==> src/rtl/muldiv.sv <==
// Iterative multiply/divide unit with HI/LO result registers.
// Shift-add multiply and restoring divide on magnitudes, sign fixup in FIX.
module muldiv #(
  parameter int N = 32
) (
  input  logic         clk,
  input  logic         rst_n,
  input  logic         start,
  input  logic [2:0]   op,
  input  logic [N-1:0] a,
  input  logic [N-1:0] b,
  output logic         busy,
  output logic         done,
  output logic [N-1:0] hi,
  output logic [N-1:0] lo
);

  localparam int CW = $clog2(N) + 1;

  localparam logic [2:0] OP_MTHI = 3'b100;
  localparam logic [2:0] OP_MTLO = 3'b101;

  typedef enum logic [1:0] {
    IDLE,
    CALC,
    FIX,
    DONE
  } state_e;

  state_e          state_q, state_d;
  logic [CW-1:0]   cnt_q, cnt_d;
  logic [1:0]      op_q, op_d;
  logic [N-1:0]    a_q, a_d;
  logic [N-1:0]    b_q, b_d;
  logic [2*N-1:0]  p_q, p_d;
  logic            neg_q, neg_d;
  logic            rneg_q, rneg_d;
  logic [N-1:0]    hi_q, hi_d;
  logic [N-1:0]    lo_q, lo_d;
  logic            busy_q, busy_d;
  logic            done_q, done_d;

  logic            accept;
  logic            sgn_in;
  logic            a_neg;
  logic            b_neg;
  logic [N-1:0]    a_mag;
  logic [N-1:0]    b_mag;
  logic [N:0]      mul_sum;
  logic [N:0]      rem_sh;
  logic            ge;
  logic [N-1:0]    rem_new;
  logic            sgn_q;
  logic [2*N-1:0]  prod;
  logic [N-1:0]    quo;
  logic [N-1:0]    rem;

  always_comb begin
    accept  = start && (state_q == IDLE || state_q == DONE);
    sgn_in  = ~op[0];
    a_neg   = sgn_in & a[N-1];
    b_neg   = sgn_in & b[N-1];
    a_mag   = a_neg ? -a : a;
    b_mag   = b_neg ? -b : b;

    // Multiply: add multiplicand into upper half when LSB set, then shift.
    mul_sum = {1'b0, p_q[2*N-1:N]} + (p_q[0] ? {1'b0, b_q} : '0);

    // Restoring divide: remainder in upper half, quotient shifts into lower.
    rem_sh  = {p_q[2*N-1:N], p_q[N-1]};
    ge      = rem_sh >= {1'b0, b_q};
    rem_new = ge ? (rem_sh[N-1:0] - b_q) : rem_sh[N-1:0];

    sgn_q   = ~op_q[0];
    prod    = (sgn_q && neg_q) ? -p_q : p_q;
    quo     = (sgn_q && neg_q) ? -p_q[N-1:0] : p_q[N-1:0];
    rem     = (sgn_q && rneg_q) ? -p_q[2*N-1:N] : p_q[2*N-1:N];

    state_d = state_q;
    cnt_d   = cnt_q;
    op_d    = op_q;
    a_d     = a_q;
    b_d     = b_q;
    p_d     = p_q;
    neg_d   = neg_q;
    rneg_d  = rneg_q;
    hi_d    = hi_q;
    lo_d    = lo_q;

    unique case (state_q)
      IDLE, DONE: begin
        state_d = IDLE;
        if (accept) begin
          unique case (1'b1)
            !op[2]: begin
              state_d = CALC;
              cnt_d   = '0;
              op_d    = op[1:0];
              a_d     = a;
              b_d     = b_mag;
              p_d     = {{N{1'b0}}, a_mag};
              neg_d   = a_neg ^ b_neg;
              rneg_d  = a_neg;
            end
            op == OP_MTHI: hi_d = a;
            op == OP_MTLO: lo_d = a;
            default: ;
          endcase
        end
      end
      CALC: begin
        cnt_d = cnt_q + 1'b1;
        if (op_q[1]) p_d = {rem_new, p_q[N-2:0], ge};
        else         p_d = {mul_sum, p_q[N-1:1]};
        if (cnt_q == CW'(N - 1)) state_d = FIX;
      end
      FIX: begin
        state_d = DONE;
        if (!op_q[1]) begin
          hi_d = prod[2*N-1:N];
          lo_d = prod[N-1:0];
        end else if (b_q == '0) begin
          hi_d = a_q;
          lo_d = '1;
        end else begin
          hi_d = rem;
          lo_d = quo;
        end
      end
      default: state_d = IDLE;
    endcase

    busy_d = (state_d == CALC) || (state_d == FIX);
    done_d = (state_d == DONE);
  end

  always_ff @(posedge clk or negedge rst_n) begin
    if (!rst_n) begin
      state_q <= IDLE;
      cnt_q   <= '0;
      op_q    <= '0;
      a_q     <= '0;
      b_q     <= '0;
      p_q     <= '0;
      neg_q   <= 1'b0;
      rneg_q  <= 1'b0;
      hi_q    <= '0;
      lo_q    <= '0;
      busy_q  <= 1'b0;
      done_q  <= 1'b0;
    end else begin
      state_q <= state_d;
      cnt_q   <= cnt_d;
      op_q    <= op_d;
      a_q     <= a_d;
      b_q     <= b_d;
      p_q     <= p_d;
      neg_q   <= neg_d;
      rneg_q  <= rneg_d;
      hi_q    <= hi_d;
      lo_q    <= lo_d;
      busy_q  <= busy_d;
      done_q  <= done_d;
    end
  end

  assign busy = busy_q;
  assign done = done_q;
  assign hi   = hi_q;
  assign lo   = lo_q;

endmodule

==> config.mk <==
export PLATFORM = sky130hd
export DESIGN_NAME = muldiv
export DESIGN_NICKNAME = d
export VERILOG_FILES = /design/src/rtl/muldiv.sv
export SDC_FILE = /design/constraint.sdc
export NUM_CORES = 1
export LEC_CHECK = 0
export CORE_MARGIN = 8
export CORE_UTILIZATION = 55
export CTS_BUF_LIST = sky130_fd_sc_hd__clkbuf_16
export CTS_CLUSTER_DIAMETER = 40
export DETAILED_ROUTE_END_ITERATION = 8
export HOLD_SLACK_MARGIN = 0.06
export PLACE_DENSITY = 0.75
export SLEW_MARGIN = 10
export SYNTH_ARGS = -nofsm -noshare
export SYNTH_HDL_FRONTEND = slang
export SYNTH_SLANG_ARGS = --single-unit
==> constraint.sdc <==
create_clock -name clk -period 5.2 [get_ports clk]
set_input_delay 1.56 -clock clk [delete_from_list [all_inputs] [get_ports clk]]
set_output_delay 1.56 -clock clk [all_outputs]
set_load 0.01 [all_outputs]
==> results of run 1 <==
## cell families after synthesis
logic type / count (synthesis) / share of synthesized area
adder cells (fa/ha/maj): 73 / 0.0559
XOR/XNOR: 195 / 0.103
AO/OA/AOI/OAI: 663 / 0.235
buffers and inverters: 213 / 0.0491
flip-flops: 206 / 0.310
multiplexers: 81 / 0.0511
AND/OR/NAND/NOR: 684 / 0.196
## sequential cells by signal (all words and copies together) (netlist names)
name,flops
op_q,2
p_q,64
a_q,32
neg_q,1
done,1
b_q,32
busy,1
lo,32
rneg_q,1
state_q,2
hi,32
cnt_q,6
## worst min-delay path: cells and delay by family (launching register included)
family | cells | cell delay, ns
AO/OA/AOI/OAI | 1 | 0.05
AND/OR/NAND/NOR | 1 | 0.04
flip-flops | 1 | 0.34
## layout make-up
type                    count  area, µm²  share of cell area
repair buffers            171       1640              0.0843
well taps                 390        488              0.0251
clock buffers              37        926              0.0476
multi-input cells        1696      10700               0.550
inverters                  71        267              0.0137
clock inverters            31        274              0.0141
flip-flops and latches    206       5160               0.265
## power breakdown
part	total, mW	leakage [nW]	switching, mW	internal, mW
combinational	2.61	5.27	1.51	1.10
sequential	2.20	2.60	0.332	1.87
clock	2.35	0.590	0.914	1.44
total	7.16	8.46	2.76	4.40
## cell usage after synthesis, types with 7 or more instances
library cell	n	area, µm²
a21o_1	33	248
nand4_1	12	75.1
nand3_1	32	160
buf_1	14	52.6
a31oi_1	27	169
xnor2_1	122	1070
o21ai_0	255	1280
xor2_1	73	639
and3_1	28	175
mux2i_1	50	500
o31ai_1	16	120
nor4_1	27	169
o21ai_1	8	40.0
inv_1	71	267
or3_1	20	125
nand2_1	252	946
nand2b_1	15	93.8
a22oi_1	8	60.1
nor3_1	47	235
o21a_1	7	52.6
a21oi_1	175	876
mux2_2	31	349
a221o_1	7	70.1
buf_2	7	35.0
o22ai_1	33	206
dfrtp_1	206	5150
a211oi_1	12	90.1
ha_1	71	888
nor2_1	180	676
clkbuf_1	120	450
nor2b_1	14	87.6
o211ai_1	26	195
and2_1	13	81.3
## worst max-delay path by stage
stage | start | end | slack [ns] | depth (start not counted)
6_report | a[3] | p_q[28] | 0.91 | 10
5_1_grt | a[3] | p_q[24] | 0.74 | 10
4_1_cts | a[3] | p_q[28] | 0.96 | 10
3_5_place_dp | a[3] | p_q[28] | 0.44 | 10
3_3_place_gp | a[3] | p_q[28] | 0.51 | 10
2_1_floorplan | a[3] | p_q[27] | 1.41 | 10
## per-layer routing
metal | track usage | up-vias
li1 | - | 7698
met1 | 0.390 | 7763
met2 | 0.489 | 821
met3 | 0.0549 | 167
met4 | 0.133 | 0
met5 | 0 | -
## per-stage QoR
stage          instance area (µm²)  hold slack (ns)
6_report                     19400            0.473
5_1_grt                      19400            0.507
4_1_cts                      19400            0.481
3_5_place_dp                 18200            0.469
3_3_place_gp                 18200            0.461
2_1_floorplan                16600            0.450
==> metrics.txt, run 1 <==
worst path arrival time=4.68 ns; slowest stage cell, crit path=clkdlybuf4s50_1; CTS Buffer Depth=3; HP Start=lo[12]; family with the most delay on the worst path=simple AND/OR/NAND/NOR gates; clock root buffer=clkbuf_16; count of cell types in the netlist=72; grt ovf=0; DR WL met3=4640 µm; Net Count, Synth=2258; CTS H-Tree Depth=2; Leak=8.46 nW; top layer used by detailed routing=met4; initial antenna violation count=0; Setup TNS=0 ns; Nets=2326; antenna fix cells=0; share of post-route cells with drive strength above 1=0.0737; DRC violations left=0; Worst R2R Path Depth=13; syn avg cell area=7.86 µm²; die height=190 µm; RSZ-0062 raised after global routing=no; Post-synth EDFFs=0; overall routing resource usage=0.302; status=finished, final reports clean; Die W=190 µm; via-per-instance ratio=6.32; Worst Path Buf+Inv=1; Syn-to-layout area delta=17.0%; CP Class=in -> reg; Yosys warning total=0; core area=0.0297 mm²; Seq/Total Area, Yosys=0.310; clk_skew=0.0179 ns; Post-Syn Area=0.0166 mm²; post-route antenna net violation count=0; # hold bufs at CTS=0; routability congestion estimate=0.989; Hold Crit Endpoint=lo[12]; Fill cells=2627; FF-to-FF setup slack=1.08 ns; post-CTS sizing=0; most common cell after layout, fill and taps aside=o21ai_0; drt wl/cell=21.1 µm; Worst Path Required=5.60 ns; r2r startpoint=p_q[0]; prevailing post-synth register cell=dfrtp_1; Mapped Cells=2115; setup violators final=0; worst-margin pin slew=1.17 ns; Final min period=4.29 ns; worst vdd ir=0.227 mV; total power=7.16 mW; Final Hold Vio Count=0; max-slew violation count=0; commonest cells after routing, fill and taps aside=o21ai_0, nand2_1, dfrtp_1, nor2_1, a21oi_1; RR Endpoint=p_q[58]; Critical Path, Cell by Cell=clkdlybuf4s50_1, or3_1, or3_1, nor2_1, and3_1, nand3_1, nor4_2, a21oi_1, xor2_1, a221o_1; Worst Hold Class=reg -> reg; dpl hpwl=40700 µm; CTS tree=built; DRT iter0 DRCs=1481; FFs w/ async S/R, synth=1.00; IO buf count=135; TritonRoute pass-1 iters=5; Setup WS post-layout=0.915 ns; Site Rows=63; DR WL met2=24900 µm; power per cell area=368 mW/mm²; fin crit share=0.824; dpl cells=2534; #FFs+latches synth=206; max incr delay on CP=0.53 ns; routed vias=16449; fmax=0.233 GHz; Worst-Skew Late Latency=0.52 ns; first-pass GRT wire length=88600 µm; Die ar.=0.0360 mm²; WL met1=22900 µm; Max-Cap Viols=0; number of global-route vias before repair=16032; Finished Layout Cells=2602; clock transition at the registers of the reported paths=0.05 ns; DP Worst Slack=0.436 ns; Setup Buffers After CTS=0; initial core utilization=0.559; critical-path maximum fanout=6; most frequent CP cell=or3_1; CP endpoint kind=register; final design utilization=0.654; hold depth=2; clock sinks=206; max_slew headroom=0.217; num ports=136; clock buffer count from CTS=37; crit path launch type=input port; final wirelength=55000 µm; largest net degree at the start of global routing=90
Note: power is estimated with default switching activity, not from simulation.
==> run 2, diff against run 1 <==
==> constraint.sdc (replaced) <==
create_clock -name clk -period 4.1 [get_ports clk]
set_input_delay 1.23 -clock clk [delete_from_list [all_inputs] [get_ports clk]]
set_output_delay 1.23 -clock clk [all_outputs]
set_load 0.01 [all_outputs]
==> run 2 against run 1 <==
  * Register-to-register slack lost 0.84 ns
  * Worst setup slack lost 0.68 ns
  * Clock skew grew 0.0099 ns
  * Die area is the same
  * Critical path type is now reg -> reg
  * Critical endpoint is now p_q[45]
  * Largest power group unchanged
==> metrics.txt, run 2 (synthesis gave the netlist of run 1 again) <==
status=finished, final reports clean; Psw=3.52 mW; grt ovf=0; sequential share of power=0.295; internal power=5.83 mW; max reg flops=64; Syn-to-layout area delta=20.8%; initial antenna violation count=0; Worst Path Required=4.50 ns; Worst-Skew Late Latency=0.54 ns; max-slew violation count=0; CP endpoint kind=register; number of global-route vias before repair=16548; Max-Cap Viols=0; TritonRoute pass-1 iters=7; routability congestion estimate=1.01; Worst Hold Class=reg -> reg; Leak=8.87 nW; post-route antenna net violation count=0; initial core utilization=0.559; final design utilization=0.675; DRC violations left=0; overall routing resource usage=0.312; share of post-route cells with drive strength above 1=0.100; CP Class=reg -> reg; Crit. Startpoint=p_q[54]; commonest cells after routing, fill and taps aside=o21ai_0, nand2_1, dfrtp_1, nor2_1, a21oi_1; r2r startpoint=p_q[54]; Final min period=3.86 ns; critical-path maximum fanout=20; routed vias=16804; worst vdd ir=0.299 mV; Biggest register=p_q; core area=0.0297 mm²; via-per-instance ratio=6.29; final wirelength=56900 µm; power per cell area=466 mW/mm²; DP Worst Slack=0.0306 ns; drt wl/cell=21.3 µm; Nets=2396; DRT iter0 DRCs=1654; Setup WS post-layout=0.237 ns; RR Endpoint=p_q[45]; dpl hpwl=42700 µm; Sw Share=0.376; # hold bufs at CTS=0; fmax=0.259 GHz; Setup TNS=0 ns; worst-margin pin slew=0.940 ns; clk_skew=0.0278 ns; Final Hold Vio Count=0; max_slew headroom=0.372; clock buffer count from CTS=37; setup violators final=0; Site Rows=63; clock share of power=0.334; Finished Layout Cells=2671; post-CTS sizing=0; CTS tree=built; fin crit share=0.942; Worst R2R Path Depth=10; num ports=136; hold depth=2; FF-to-FF setup slack=0.24 ns; combinational share of power=0.372; Die W=190 µm; clock transition at the registers of the reported paths=0.05 ns; RSZ-0062 raised after global routing=no; Setup Buffers After CTS=0; IO buf count=135; most common cell after layout, fill and taps aside=o21ai_0; largest net degree at the start of global routing=95; worst path arrival time=4.26 ns; die height=190 µm; HP Start=lo[9]; Die ar.=0.0360 mm²; first-pass GRT wire length=91100 µm; clock sinks=206; CTS Buffer Depth=3; dpl cells=2604; Multi-input gate area=0.0107 mm²; clock root buffer=clkbuf_16; Reg area=0.00516 mm²; antenna fix cells=0; Hold Crit Endpoint=lo[9]; CTS H-Tree Depth=2; crit path launch type=register; Fill cells=2465
## run 2: cell count changes in the layout (fill, tap and decap cells not counted), sizes merged
cell | previous run | this run
clkinvlp | 5 | 2
inv | 87 | 78
clkinv | 8 | 16
bufinv | 2 | 5
buf | 36 | 106
## run 2: worst max-delay path, cell delays in order, from the launching register on
cell and delay, ns:
dfrtp_1 0.56, ha_1 0.51, nand4_1 0.32, nor3b_1 0.54, a31oi_1 0.16, o21ai_0 0.15
a211o_1 0.47, buf_4 0.40, mux2_2 0.38, a21oi_1 0.14, o21ai_0 0.09
## run 2: layer usage
layer	share of wire	vias to the layer above	track usage
met2	0.45	819	0.499
met5	0	-	0
met4	0.057	0	0.170
li1	-	7826	-
met1	0.41	7958	0.401
met3	0.080	201	0.0513
## run 2: final cells by class
| cell class | instances | area share |
|---|---|---|
| Inverter | 71 | 0.0133 |
| Multi-Input combinational cell | 1696 | 0.532 |
| Clock inverter | 30 | 0.0168 |
| Tap cell | 390 | 0.0243 |
| Sequential cell | 206 | 0.257 |
| Clock buffer | 37 | 0.0461 |
| Timing Repair Buffer | 241 | 0.110 |
## run 2: worst max-delay path by stage
stage	endpoint
3_5_place_dp	p_q[27]
3_3_place_gp	p_q[27]
2_1_floorplan	p_q[27]
6_report	p_q[45]
5_1_grt	p_q[60]
4_1_cts	p_q[45]
## run 2: metrics by stage
| stage | cell area [µm²] | power, mW | hold slack (ns) |
|---|---|---|---|
| floorplan | 16600 | 4.95 | 0.450 |
| global placement | 18800 | 6.09 | 0.461 |
| detailed placement | 18800 | 6.17 | 0.470 |
| CTS | 20100 | 9.31 | 0.481 |
| global route | 20100 | 9.85 | 0.504 |
| finish | 20100 | 9.34 | 0.474 |
## run 2: power groups by stage
stage,clock (mW),combinational [mW],sequential (mW)
2_1_floorplan,0,2.27,2.68
3_3_place_gp,0,3.34,2.75
3_5_place_dp,0,3.40,2.77
4_1_cts,3.15,3.42,2.74
5_1_grt,3.25,3.80,2.79
6_report,3.12,3.47,2.75
==> run 3, diff against run 2 <==
--- a/config.mk
+++ b/config.mk
@@ -5,6 +5,7 @@
 export SDC_FILE = /design/constraint.sdc
 export NUM_CORES = 1
 export LEC_CHECK = 0
+export CORE_ASPECT_RATIO = 1.4
 export CORE_MARGIN = 8
 export CORE_UTILIZATION = 55
 export CTS_BUF_LIST = sky130_fd_sc_hd__clkbuf_16
@@ -16,3 +17,4 @@
 export SYNTH_ARGS = -nofsm -noshare
 export SYNTH_HDL_FRONTEND = slang
 export SYNTH_SLANG_ARGS = --single-unit
+export TNS_END_PERCENT = 5
==> run 3 against run 2 <==
  * Sequential share of layout area rose by 0.51 points
  * Clock skew fell by 0.017 ns
  * Global-route usage fell by 2.0 points
  * Critical path type unchanged
==> metrics.txt, run 3 (synthesis gave the netlist of run 1 again) <==
max-slew violation count=0; Critical Path, Cell by Cell=inv_1, ha_1, inv_1, fa_1, a21oi_1, o211ai_1, a311o_1, a21boi_0, o22ai_1, o21ai_0, o21bai_1, xnor2_1, a2111oi_0, a22o_1; power per cell area=438 mW/mm²; crit path launch type=register; DRC violations left=0; routability congestion estimate=0.982; most common cell after layout, fill and taps aside=o21ai_0; Worst Path Required=4.61 ns; IO buf count=135; initial core utilization=0.557; Worst Hold Class=reg -> reg; initial antenna violation count=0; grt ovf=0; CTS H-Tree Depth=1; core area=0.0298 mm²; dpl hpwl=40700 µm; fmax=0.262 GHz; clock root buffer=clkbuf_16; die height=222 µm; slowest stage cell, crit path=dfrtp_1; routed vias=16153; Die ar.=0.0361 mm²; worst vdd ir=0.262 mV; Setup WS post-layout=0.282 ns; Die W=163 µm; Fill cells=2599; Finished Layout Cells=2646; DP Worst Slack=-0.0812 ns; CTS tree=built; critical-path maximum fanout=4; clk_skew=0.0104 ns; Leak=8.68 nW; drt wl/cell=20.0 µm; Setup TNS=0 ns; Setup Buffers After CTS=0; via-per-instance ratio=6.10; max reg flops=64; Placed Area=0.0187 mm²; post-route antenna net violation count=0; largest net degree at the start of global routing=90; CP Class=reg -> reg; worst-margin pin slew=1.05 ns; status=finished, final reports clean; num ports=136; Site Rows=75; TritonRoute pass-1 iters=5; antenna fix cells=0; most frequent CP cell=inv_1; dpl cells=2592; Final min period=3.82 ns; # hold bufs at CTS=0; commonest cells after routing, fill and taps aside=o21ai_0, nand2_1, dfrtp_1, nor2_1, a21oi_1; final wirelength=53000 µm; CTS Buffer Depth=3; clock buffer count from CTS=29; setup violators final=0; worst path arrival time=4.32 ns; CP endpoint kind=register; fin crit share=0.931; final cell area excluding filler cells=0.0197 mm²; clock sinks=206; max incr delay on CP=0.47 ns; DRT iter0 DRCs=1261; share of post-route cells with drive strength above 1=0.0946; Nets=2381; Final Hold Vio Count=0; Worst-Skew Late Latency=0.57 ns; Max-Cap Viols=0; Biggest register=p_q; first-pass GRT wire length=86100 µm; post-CTS sizing=0; max_slew headroom=0.296; number of global-route vias before repair=16435; RSZ-0062 raised after global routing=no; clock transition at the registers of the reported paths=0.06 ns; overall routing resource usage=0.292; Syn-to-layout area delta=18.4%; Final Hold Slack=0.475 ns
run 3: power breakdown:
part	switching (mW)	internal, mW
logic	1.92	1.46
registers	0.388	2.37
clock network	1.00	1.49
total	3.31	5.31
run 3: worst paths after layout:
path	startpoint	to	slack, ns	cells after the start
max in group asynchronous	rst_n	b_q[31]	2.59	2
setup reg to reg	p_q[31]	p_q[60]	0.28	14
min in group asynchronous	rst_n	p_q[7]	0.70	1
setup / recovery	p_q[31]	p_q[60]	0.28	14
hold / removal	lo[22]	lo[22]	0.47	2
hold reg to reg	lo[22]	lo[22]	0.47	2
run 3: critical path: cells and delay by family, from the launching register on:
kind	cells	cell delay [ns]
compound gates	9	2.42
buf+inv	2	0.15
xor+xnor	1	0.15
flops	1	0.47
fa+ha+maj	2	0.55
run 3: per-stage QoR:
stage,power (mW),utilization
floorplan,4.95,-
global placement,6.05,0.628
detailed placement,6.12,0.628
CTS,8.61,0.660
global route,9.14,0.660
finish,8.62,0.660
run 3: final cells by class:
cell class,instances,area [µm²],area share
clock buffer,29,726,0.0369
clock inverter,25,226,0.0115
inverter,71,267,0.0135
multi-input combinational,1696,10700,0.543
sequential,206,5160,0.262
tap,385,482,0.0245
timing repair buffer,234,2140,0.109
run 3: per-layer routing:
metal | up-vias | GRT usage | wire length, µm
li1 | 7784 | - | -
met1 | 7636 | 0.341 | 20800
met2 | 574 | 0.505 | 26300
met3 | 159 | 0.0368 | 3010
met4 | 0 | 0.167 | 2910
met5 | - | 0 | 0
